File: src/rtl/blackjack_link_pkg.sv
// ---------------------------------------------------------------------------
// blackjack_link_pkg
// Shared definitions for the blackjack card link: default frame sync byte,
// message type encoding, frame transmitter FSM states and the header field
// layout. The frame decoder reuses this package, so the header layout lives
// here rather than in the encoder.
// ---------------------------------------------------------------------------
package blackjack_link_pkg;

  // Frame start marker used when the encoder is not given another one.
  localparam logic [7:0] SYNC_BYTE_DEFAULT = 8'hA5;

  // Game message types carried in the header.
  typedef enum logic [1:0] {
    MSG_DEAL   = 2'd0,
    MSG_HIT    = 2'd1,
    MSG_STAND  = 2'd2,
    MSG_RESULT = 2'd3
  } msg_t;

  // Frame transmitter states.
  typedef enum logic [2:0] {
    ST_IDLE  = 3'd0,
    ST_SYNC  = 3'd1,
    ST_HDR   = 3'd2,
    ST_CARDS = 3'd3,
    ST_CSUM  = 3'd4,
    ST_DONE  = 3'd5
  } tx_state_e;

  // Header byte layout: [7:6] message type, [5:3] player, [2:0] card count.
  localparam int HDR_TYPE_LSB = 6;
  localparam int HDR_PID_LSB  = 3;
  localparam int HDR_CNT_LSB  = 0;

  // Assemble a header byte from its fields.
  function automatic logic [7:0] pack_header(input msg_t       mtype,
                                             input logic [2:0] pid,
                                             input logic [2:0] cnt);
    logic [7:0] h;
    h = 8'h00;
    h[HDR_TYPE_LSB +: 2] = mtype;
    h[HDR_PID_LSB  +: 3] = pid;
    h[HDR_CNT_LSB  +: 3] = cnt;
    return h;
  endfunction

endpackage

File: src/rtl/card_frame_tx.sv
// ---------------------------------------------------------------------------
// card_frame_tx
// Serialises one blackjack game message into a framed byte stream for the
// UART TX FIFO: SYNC_BYTE, header, packed card nibbles (two cards per byte,
// low nibble first) and an XOR checksum over header and card bytes.
//
// Ports:
//   clk         system clock
//   rst         synchronous active-high reset
//   send        request pulse, accepted only while busy=0
//   msg_type    message type
//   player_id   player index (zero-extended to 3 bits in the header)
//   card_count  number of valid cards (clamped to MAX_CARDS)
//   cards       card i in bits [4i+3:4i]
//   tx_full     UART TX FIFO full; stalls the frame while high
//   wr_uart     FIFO write strobe
//   w_data      FIFO write data
//   busy        frame in progress
//   done        one-cycle pulse after the last byte is written
//   overrun     one-cycle pulse when send arrives while busy
// ---------------------------------------------------------------------------
module card_frame_tx
  import blackjack_link_pkg::*;
#(
  parameter int unsigned MAX_CARDS = 6,
  parameter int unsigned PLAYER_W  = 2,
  parameter logic [7:0]  SYNC_BYTE = blackjack_link_pkg::SYNC_BYTE_DEFAULT
) (
  input  logic                   clk,
  input  logic                   rst,
  input  logic                   send,
  input  msg_t                   msg_type,
  input  logic [PLAYER_W-1:0]    player_id,
  input  logic [2:0]             card_count,
  input  logic [4*MAX_CARDS-1:0] cards,
  input  logic                   tx_full,
  output logic                   wr_uart,
  output logic [7:0]             w_data,
  output logic                   busy,
  output logic                   done,
  output logic                   overrun
);

  localparam logic [2:0] MAX_CNT = 3'(MAX_CARDS);

  tx_state_e              state_q;
  msg_t                   msg_q;
  logic [PLAYER_W-1:0]    pid_q;
  logic [2:0]             count_q;
  logic [4*MAX_CARDS-1:0] cards_q;
  logic [1:0]             idx_q;
  logic [7:0]             csum_q;
  logic                   overrun_q;

  logic [2:0]  count_clamp_d;
  logic [7:0]  csum_d;
  logic [7:0]  hdr_s;
  logic [7:0]  card_byte_s;
  logic [31:0] cards_ext_s;
  logic [3:0]  nib_s [8];
  logic [3:0]  nbytes_s;
  logic        last_card_s;
  logic        sending_s;

  assign count_clamp_d = (card_count > MAX_CNT) ? MAX_CNT : card_count;
  assign hdr_s         = pack_header(msg_q, 3'(pid_q), count_q);
  assign nbytes_s      = ({1'b0, count_q} + 4'd1) >> 1;
  assign last_card_s   = (({2'b00, idx_q} + 4'd1) == nbytes_s);
  assign csum_d        = csum_q ^ w_data;

  assign sending_s = (state_q == ST_SYNC) || (state_q == ST_HDR) ||
                     (state_q == ST_CARDS) || (state_q == ST_CSUM);
  assign wr_uart   = sending_s && !tx_full;
  assign busy      = sending_s;
  assign done      = (state_q == ST_DONE);
  assign overrun   = overrun_q;

  // Nibble table of the latched hand: cards at or beyond the count read as
  // zero, which also supplies the pad nibble of an odd-sized hand.
  always_comb begin
    cards_ext_s = 32'(cards_q);
    for (int i = 0; i < 8; i++) begin
      nib_s[i] = (i < int'(count_q)) ? cards_ext_s[4*i +: 4] : 4'h0;
    end
    card_byte_s = {nib_s[{idx_q, 1'b1}], nib_s[{idx_q, 1'b0}]};
  end

  // Byte presented to the FIFO, selected by the current state.
  always_comb begin
    case (state_q)
      ST_IDLE:  w_data = 8'h00;
      ST_SYNC:  w_data = SYNC_BYTE;
      ST_HDR:   w_data = hdr_s;
      ST_CARDS: w_data = card_byte_s;
      ST_CSUM:  w_data = csum_q;
      ST_DONE:  w_data = 8'h00;
      default:  w_data = 8'h00;
    endcase
  end

  // Frame FSM: request latch, byte sequencing and checksum accumulation.
  // Progress is made only on cycles where a byte is actually written.
  always_ff @(posedge clk) begin
    if (rst) begin
      state_q   <= ST_IDLE;
      msg_q     <= MSG_DEAL;
      pid_q     <= {PLAYER_W{1'b0}};
      count_q   <= 3'd0;
      cards_q   <= {(4*MAX_CARDS){1'b0}};
      idx_q     <= 2'd0;
      csum_q    <= 8'h00;
      overrun_q <= 1'b0;
    end else begin
      overrun_q <= send && sending_s;
      case (state_q)
        // DONE already has busy low, so a new request is taken there too.
        ST_IDLE, ST_DONE: begin
          if (send) begin
            msg_q   <= msg_type;
            pid_q   <= player_id;
            count_q <= count_clamp_d;
            cards_q <= cards;
            idx_q   <= 2'd0;
            csum_q  <= 8'h00;
            state_q <= ST_SYNC;
          end else begin
            state_q <= ST_IDLE;
          end
        end
        ST_SYNC: begin
          if (wr_uart) begin
            state_q <= ST_HDR;
          end
        end
        ST_HDR: begin
          if (wr_uart) begin
            csum_q  <= csum_d;
            idx_q   <= 2'd0;
            state_q <= (count_q != 3'd0) ? ST_CARDS : ST_CSUM;
          end
        end
        ST_CARDS: begin
          if (wr_uart) begin
            csum_q <= csum_d;
            if (last_card_s) begin
              state_q <= ST_CSUM;
            end else begin
              idx_q <= idx_q + 2'd1;
            end
          end
        end
        ST_CSUM: begin
          if (wr_uart) begin
            state_q <= ST_DONE;
          end
        end
        default: state_q <= ST_IDLE;
      endcase
    end
  end

endmodule

File: config.mk
export PLATFORM = sky130hd
export DESIGN_NAME = card_frame_tx
export DESIGN_NICKNAME = d
export VERILOG_FILES = /design/src/rtl/blackjack_link_pkg.sv /design/src/rtl/card_frame_tx.sv
export SDC_FILE = /design/constraint.sdc
export NUM_CORES = 1
export LEC_CHECK = 0
export ABC_AREA = 1
export CELL_PAD_IN_SITES_DETAIL_PLACEMENT = 0
export CELL_PAD_IN_SITES_GLOBAL_PLACEMENT = 2
export CORE_AREA = 10 10 111 113
export DETAILED_ROUTE_END_ITERATION = 6
export DIE_AREA = 0 0 121 123
export PLACE_DENSITY = 0.73
export SYNTH_ARGS = -nofsm -noshare
export SYNTH_HDL_FRONTEND = slang
export SYNTH_SLANG_ARGS = --single-unit
export TNS_END_PERCENT = 50
File: constraint.sdc
create_clock -name clk -period 1.6 [get_ports clk]
set_clock_uncertainty 0.2 [all_clocks]
set_input_delay 0.16 -clock clk [delete_from_list [all_inputs] [get_ports clk]]
set_output_delay 0.16 -clock clk [all_outputs]
set_load 0.005 [all_outputs]
Word-level counts from Yosys, hierarchy flattened
Index checks and enable logic that the tools add are counted.
{"block": "totals", "out_inout_bits": 12, "input_bits": 35, "regBits": 45}
{"block": "op_classes", "muxes": 30, "add_sub_neg": 3, "magnitude_cmp": 9, "n_eq_ne": 14, "bitwise": 3, "n_reduce_logical": 16}
{"cell": "4-bit 2-to-1 mux", "count": 10}
{"cell": "8-bit one-hot mux with 4 select lines", "count": 1}
{"cell": "4-bit binary-select mux with 3-bit select", "count": 2}
{"cell": "3-bit 2-to-1 mux", "count": 7}
{"cell": "8-bit 2-to-1 mux", "count": 2}
{"cell": "8-bit one-hot mux with 2 select lines", "count": 1}
{"cell": "3-bit one-hot mux with 5 select lines", "count": 1}
{"cell": "2-bit inequality test, second input constant", "count": 7}
{"cell": "5-bit AND reduction", "count": 2}
{"cell": "4-bit >= comparator, second input constant", "count": 2}
{"cell": "2-bit 2-to-1 mux", "count": 4}
{"cell": "3-bit inverter with 4-bit output", "count": 2}
{"cell": "8-bit XOR", "count": 1}
{"cell": "3-bit by 2-bit == test with 1-bit output, second input constant", "count": 2}
{"cell": "3-bit == test, second input constant", "count": 2}
{"cell": "1-bit by 3-bit < comparator with 1-bit output, first input constant", "count": 2}
{"cell": "2-bit by 3-bit < comparator with 1-bit output, first input constant", "count": 2}
{"cell": "3-bit < comparator, first input constant", "count": 2}
{"cell": "2-bit one-hot mux with 3 select lines", "count": 1}
{"cell": "3-bit nonzero test", "count": 2}
{"cell": "3-bit by 1-bit adder with 4-bit output, second input constant", "count": 1}
{"cell": "2-bit OR reduction", "count": 2}
{"cell": "2-bit by 1-bit adder with 3-bit output, second input constant", "count": 1}
{"cell": "3-bit by 1-bit == test with 1-bit output, second input constant", "count": 1}
{"cell": "other kinds (12)", "count": 15}

Logic depth before layout (Yosys ltp)
{"block": "depth", "ltp_word": 9, "depth_mapped": 11, "depth_no_buf": 11}

Least setup slack after synthesis
OpenSTA, ideal clock, no wires.
{"block": "synth_path", "path_type": "register to register", "from": "reg count_q[0]", "to": "reg idx_q[0]", "required_time_ps": 1330, "path_stages_with_launch": 10, "t_arrival_ps": 1423, "setup_slack_ps": -92, "cell_sequence": "dfxtp_1 inv_1 ha_1 xor2_1 nand2_1 nor2_2 nand2_1 nand3_1 nand2_1 a21oi_1"}
{"block": "synth_via", "elab_chain_len": 4}
{"item": "start: declaration", "line_no": "card_frame_tx.sv:49", "source": "logic [2:0] count_q;"}
{"item": "start signal: assignment", "line_no": "card_frame_tx.sv:121", "source": "count_q <= count_clamp_d;"}
{"item": "3-bit by 1-bit adder with 4-bit output", "line_no": "card_frame_tx.sv:67", "source": "assign nbytes_s = ({1'b0, count_q} + 4'd1) >> 1;"}
{"item": "3-bit == test", "line_no": "card_frame_tx.sv:68", "source": "assign last_card_s = (({2'b00, idx_q} + 4'd1) == nbytes_s);"}
{"item": "2-bit inequality test (no line)"}
{"item": "5-bit AND reduction (no line)"}
{"item": "end signal: assignment", "line_no": "card_frame_tx.sv:148", "source": "idx_q <= idx_q + 2'd1;"}
{"item": "end: declaration", "line_no": "card_frame_tx.sv:51", "source": "logic [1:0] idx_q;"}
No other way between the ends.
A chain may end at the register's enable or synchronous reset.

Final worst setup path
{"block": "layout_path", "from": "reg state_q[2]", "to": "reg count_q[2]"}
{"block": "layout_via", "elab_chain_len": 3}
{"item": "start: declaration", "line_no": "card_frame_tx.sv:46", "source": "tx_state_e state_q;"}
{"item": "start signal: assignment", "line_no": "card_frame_tx.sv:139", "source": "state_q <= (count_q != 3'd0) ? ST_CARDS : ST_CSUM;"}
{"item": "3-bit == test or 3-bit zero test (tied branches)", "line_no": "card_frame_tx.sv:115", "source": "case (state_q)"}
{"item": "2-bit OR reduction (*)", "line_no": "card_frame_tx.sv:115"}
{"item": "2-bit AND reduction (no line) (*)"}
Every way passes the cells marked *; elsewhere a longest branch is shown, timed or not.

==> impl_metrics.prom <==
# TYPE chip_impl_metric gauge
chip_impl_metric{name="cts_made_buffers",unit=""} 5
chip_impl_metric{name="power.leakage",unit="nW"} 1.83
chip_impl_info{name="synth_most_common_cell",value="sky130_fd_sc_hd__nand2_1"} 1
chip_impl_metric{name="max-vdd-ir-drop",unit="uV"} 519
chip_impl_info{name="setup_repair_after_global_routing_missed_its_margin",value="true"} 1
chip_impl_info{name="crit-reg2reg-capture",value="count_q[2]"} 1
chip_impl_metric{name="grtUsageTotal",unit="%"} 12.2
chip_impl_info{name="r2r-start",value="state_q[2]"} 1
chip_impl_metric{name="number_of_enable_flip_flop_cells_after_synthesis",unit=""} 0
chip_impl_metric{name="ys_async_sr_fraction",unit="%"} 0
chip_impl_metric{name="port_buffers",unit=""} 46
chip_impl_metric{name="fraction_of_synthesized_cell_area_taken_by_the_top_area_cell_type",unit="%"} 38.2
chip_impl_metric{name="maximum_number_of_pins_on_one_net_before_global_route_repair",unit=""} 16
chip_impl_info{name="worstHoldEndpoint",value="cards_q[7]"} 1
chip_impl_metric{name="routability_congestion_estimate",unit=""} 0.836
chip_impl_info{name="yosys_most_used_dff",value="sky130_fd_sc_hd__dfxtp_1"} 1
chip_impl_metric{name="syn_nets",unit=""} 406
chip_impl_metric{name="design.final.nets",unit=""} 537
chip_impl_metric{name="fin_hold_ws",unit="ps"} 258
chip_impl_metric{name="dieArea",unit="mm^2"} 0.0149
chip_impl_info{name="cts_root_buf",value="sky130_fd_sc_hd__clkbuf_8"} 1
chip_impl_metric{name="grt_first_pass_wirelength",unit="mm"} 14.7
chip_impl_metric{name="drt-pass1-iter-count",unit=""} 4
chip_impl_metric{name="finalSetupViolCount",unit=""} 55
chip_impl_metric{name="place_ws",unit="ps"} -433
chip_impl_metric{name="core-area",unit="mm^2"} 0.0101
chip_impl_metric{name="max-cap-violations",unit=""} 0
chip_impl_info{name="synth.cells.most_frequent",value="79 x sky130_fd_sc_hd__nand2_1, 71 x sky130_fd_sc_hd__nor2_1, 45 x sky130_fd_sc_hd__dfxtp_1"} 1
chip_impl_metric{name="initial_core_util",unit="%"} 23.3
chip_impl_info{name="worstHoldPathType",value="primary input to flip-flop"} 1
chip_impl_metric{name="timing.critical_path.required",unit="ps"} 1630
chip_impl_metric{name="register_bit_total_from_synthesis",unit=""} 45
chip_impl_metric{name="clock_slew_at_reported_path_ffs",unit="ps"} 90
chip_impl_metric{name="timing.final.max_slew_violations",unit=""} 0
chip_impl_info{name="ys_top_cells_by_area",value="sky130_fd_sc_hd__dfxtp_1 38%, sky130_fd_sc_hd__nand2_1 13%, sky130_fd_sc_hd__nor2_1 11%, sky130_fd_sc_hd__o21ai_0 8.5%, sky130_fd_sc_hd__nand3_1 8.3%"} 1
chip_impl_metric{name="avgRoutedWirePerCell",unit="um"} 14.3
chip_impl_metric{name="route.detailed.drc",unit=""} 0
chip_impl_metric{name="antenna_violating_nets_post_route",unit=""} 0
chip_impl_metric{name="worst_skew_pair.late_latency",unit="ps"} 300
chip_impl_info{name="run_status",value="finished, violations left"} 1
chip_impl_metric{name="postLayoutSetupSlackWorst",unit="ps"} -271
chip_impl_metric{name="layout.cells.non_filler",unit=""} 636
chip_impl_metric{name="n_antenna_cell",unit=""} 0
chip_impl_metric{name="worst-r2r-setup-slack",unit="ps"} -270
chip_impl_metric{name="routed_via_density",unit=""} 4.42
chip_impl_metric{name="grt_antenna_before_repair",unit=""} 0
chip_impl_metric{name="place_inst",unit=""} 582
chip_impl_metric{name="worstMarginPinSlew",unit="ps"} 450
chip_impl_metric{name="synth.lib_cells_used.distinct",unit=""} 27
chip_impl_metric{name="timing.reg2reg.worst_path_depth",unit=""} 10
chip_impl_metric{name="number_of_global_route_vias_before_repair",unit=""} 2933
chip_impl_metric{name="synth_area",unit="mm^2"} 0.00236
chip_impl_metric{name="placementRows",unit=""} 37
chip_impl_metric{name="postSynthAreaPerCell",unit="um^2"} 6.42
chip_impl_metric{name="drive_gt1_share",unit="%"} 42.8
chip_impl_metric{name="synthToLayoutAreaGrowth",unit="%"} 83.9
chip_impl_info{name="holdCritStartpoint",value="cards[7]"} 1
chip_impl_metric{name="yosysSeqAreaShare",unit="%"} 38.2
chip_impl_metric{name="drtIter0Drc",unit=""} 74
chip_impl_metric{name="min_period_over_period",unit="%"} 117
chip_impl_metric{name="worstPathArrival",unit="ps"} 1900
chip_impl_info{name="start_kind",value="flip-flop"} 1
chip_impl_metric{name="cts-root-to-sink-buffers",unit=""} 2
chip_impl_metric{name="clock_tree.htree_level_count",unit=""} 2
chip_impl_info{name="cts_tree",value="done"} 1
chip_impl_metric{name="utilization_of_the_core_after_routing",unit="%"} 42.8
chip_impl_metric{name="synthesis.yosys.warnings",unit=""} 0
chip_impl_metric{name="period_minus_slack",unit="ps"} 1870
chip_impl_metric{name="die_width",unit="um"} 121
chip_impl_info{name="worst_setup_path_end_kind",value="flip-flop"} 1
chip_impl_metric{name="dpl.hpwl",unit="mm"} 6.20
chip_impl_metric{name="num_vias",unit=""} 2811
chip_impl_metric{name="wl",unit="mm"} 9.08
chip_impl_metric{name="slew_headroom",unit="%"} 69.9
chip_impl_metric{name="critical_path.max_fanout",unit=""} 5
chip_impl_info{name="crit_type",value="flip-flop to flip-flop"} 1
chip_impl_metric{name="overflow",unit=""} 0
chip_impl_info{name="netlist.top_cell.by_area",value="sky130_fd_sc_hd__dfxtp_1"} 1
chip_impl_metric{name="worst_hold_depth",unit=""} 3
chip_impl_metric{name="finalHoldViolCount",unit=""} 0
chip_impl_metric{name="fmax",unit="MHz"} 535
chip_impl_metric{name="post_synth_inst_count",unit=""} 368
chip_impl_info{name="failed_checks",value="setup timing"} 1
chip_impl_metric{name="io_pins",unit=""} 47
chip_impl_metric{name="clkSinkCount",unit=""} 45
chip_impl_metric{name="floorplan.die.height",unit="um"} 123
chip_impl_metric{name="power.density",unit="mW/mm^2"} 1370
## worst max path at each step
stage	slack, ps	depth (start not counted)	startpoint	to
3_3_place_gp	-430	7	state_q[1]	w_data[6]
3_5_place_dp	-430	7	state_q[1]	w_data[6]
5_1_grt	-330	10	state_q[2]	count_q[2]
2_1_floorplan	10	9	count_q[0]	idx_q[0]
4_1_cts	-270	9	state_q[2]	w_data[3]
6_report	-270	10	state_q[2]	count_q[2]
## cells by family (layout without fill, tap and decap cells)
| family | Yosys count | count (layout) | share of synthesized area, % |
|---|---|---|---|
| buffers and inverters | 54 | 182 | 9.33 |
| and+or+nand+nor | 197 | 197 | 34.4 |
| xor gates and xnor gates | 1 | 1 | 0.371 |
| DFF | 45 | 45 | 38.2 |
| adders and majority gates | 3 | 3 | 1.59 |
| AOI/OAI and AO/OA | 68 | 72 | 16.2 |
## sequential cells by signal, indices dropped and copies added (netlist names)
signal,flops
msg_q,2
state_q,3
pid_q,2
overrun,1
idx_q,2
count_q,3
csum_q,8
cards_q,24
## through the flow
stage	setup TNS (ps)	power, mW	cell area, um^2
after floorplan	0	2.83	2370
after CTS	-6300	5.66	4070
final	-7840	5.94	4340
after global placement	-15860	3.85	3270
after global routing	-11970	6.38	4340
after detailed placement	-15020	3.87	3270
## what timing repair did
action | CTS | global route
endpoints found under the setup margin | 55 | 55
pin swaps | 38 | 26
hold buffers | 0 | 0
gates resized for setup | 201 | 45
gates cloned | 6 | 2
setup buffers | 30 | 10
## where the power goes
group / total [mW] / leakage, nW / internal, mW / switching, mW
clock network: 0.786 / 0.0512 / 0.352 / 0.435
logic: 3.44 / 1.40 / 1.72 / 1.73
registers: 1.71 / 0.374 / 1.47 / 0.237
## worst max-delay path: stages, from the launching register on
cell and delay, ps:
sky130_fd_sc_hd__dfxtp_2 350, sky130_fd_sc_hd__inv_2 60, sky130_fd_sc_hd__buf_4 140, sky130_fd_sc_hd__buf_6 110, sky130_fd_sc_hd__nor2_4 180, sky130_fd_sc_hd__buf_12 130
sky130_fd_sc_hd__o21ai_4 90, sky130_fd_sc_hd__buf_4 180, sky130_fd_sc_hd__buf_6 110, sky130_fd_sc_hd__buf_6 110, sky130_fd_sc_hd__a21oi_2 130
## final cells by class
| type | count | area (um^2) |
|---|---|---|
| clock buffers | 6 | 82.6 |
| clock inverters | 2 | 13.8 |
| fillers | 1033 | 5800 |
| inverters | 40 | 168 |
| multi-input cells | 273 | 1700 |
| flip-flops and latches | 45 | 920 |
| well taps | 136 | 170 |
| repair buffers | 134 | 1280 |
## routing by layer
metal,track usage (%),wire length [um]
met2,21.0,4490
met3,2.23,251
met1,14.7,4050
met5,0,0
met4,5.43,286
## cells in the final DEF (no fill, tap or decap), drive strengths merged
cell type / instances
a21oi: 21
buf: 97
clkbuf: 8
clkdlybuf4s50: 35
clkinv: 3
dfxtp: 45
ha: 3
inv: 39
nand2: 81
nand3: 39
nand4: 1
nor2: 75
nor3: 1
o21ai: 47
o21bai: 2
o22ai: 2
xor2: 1
No activity file was read; power rests on OpenSTA's default activity.
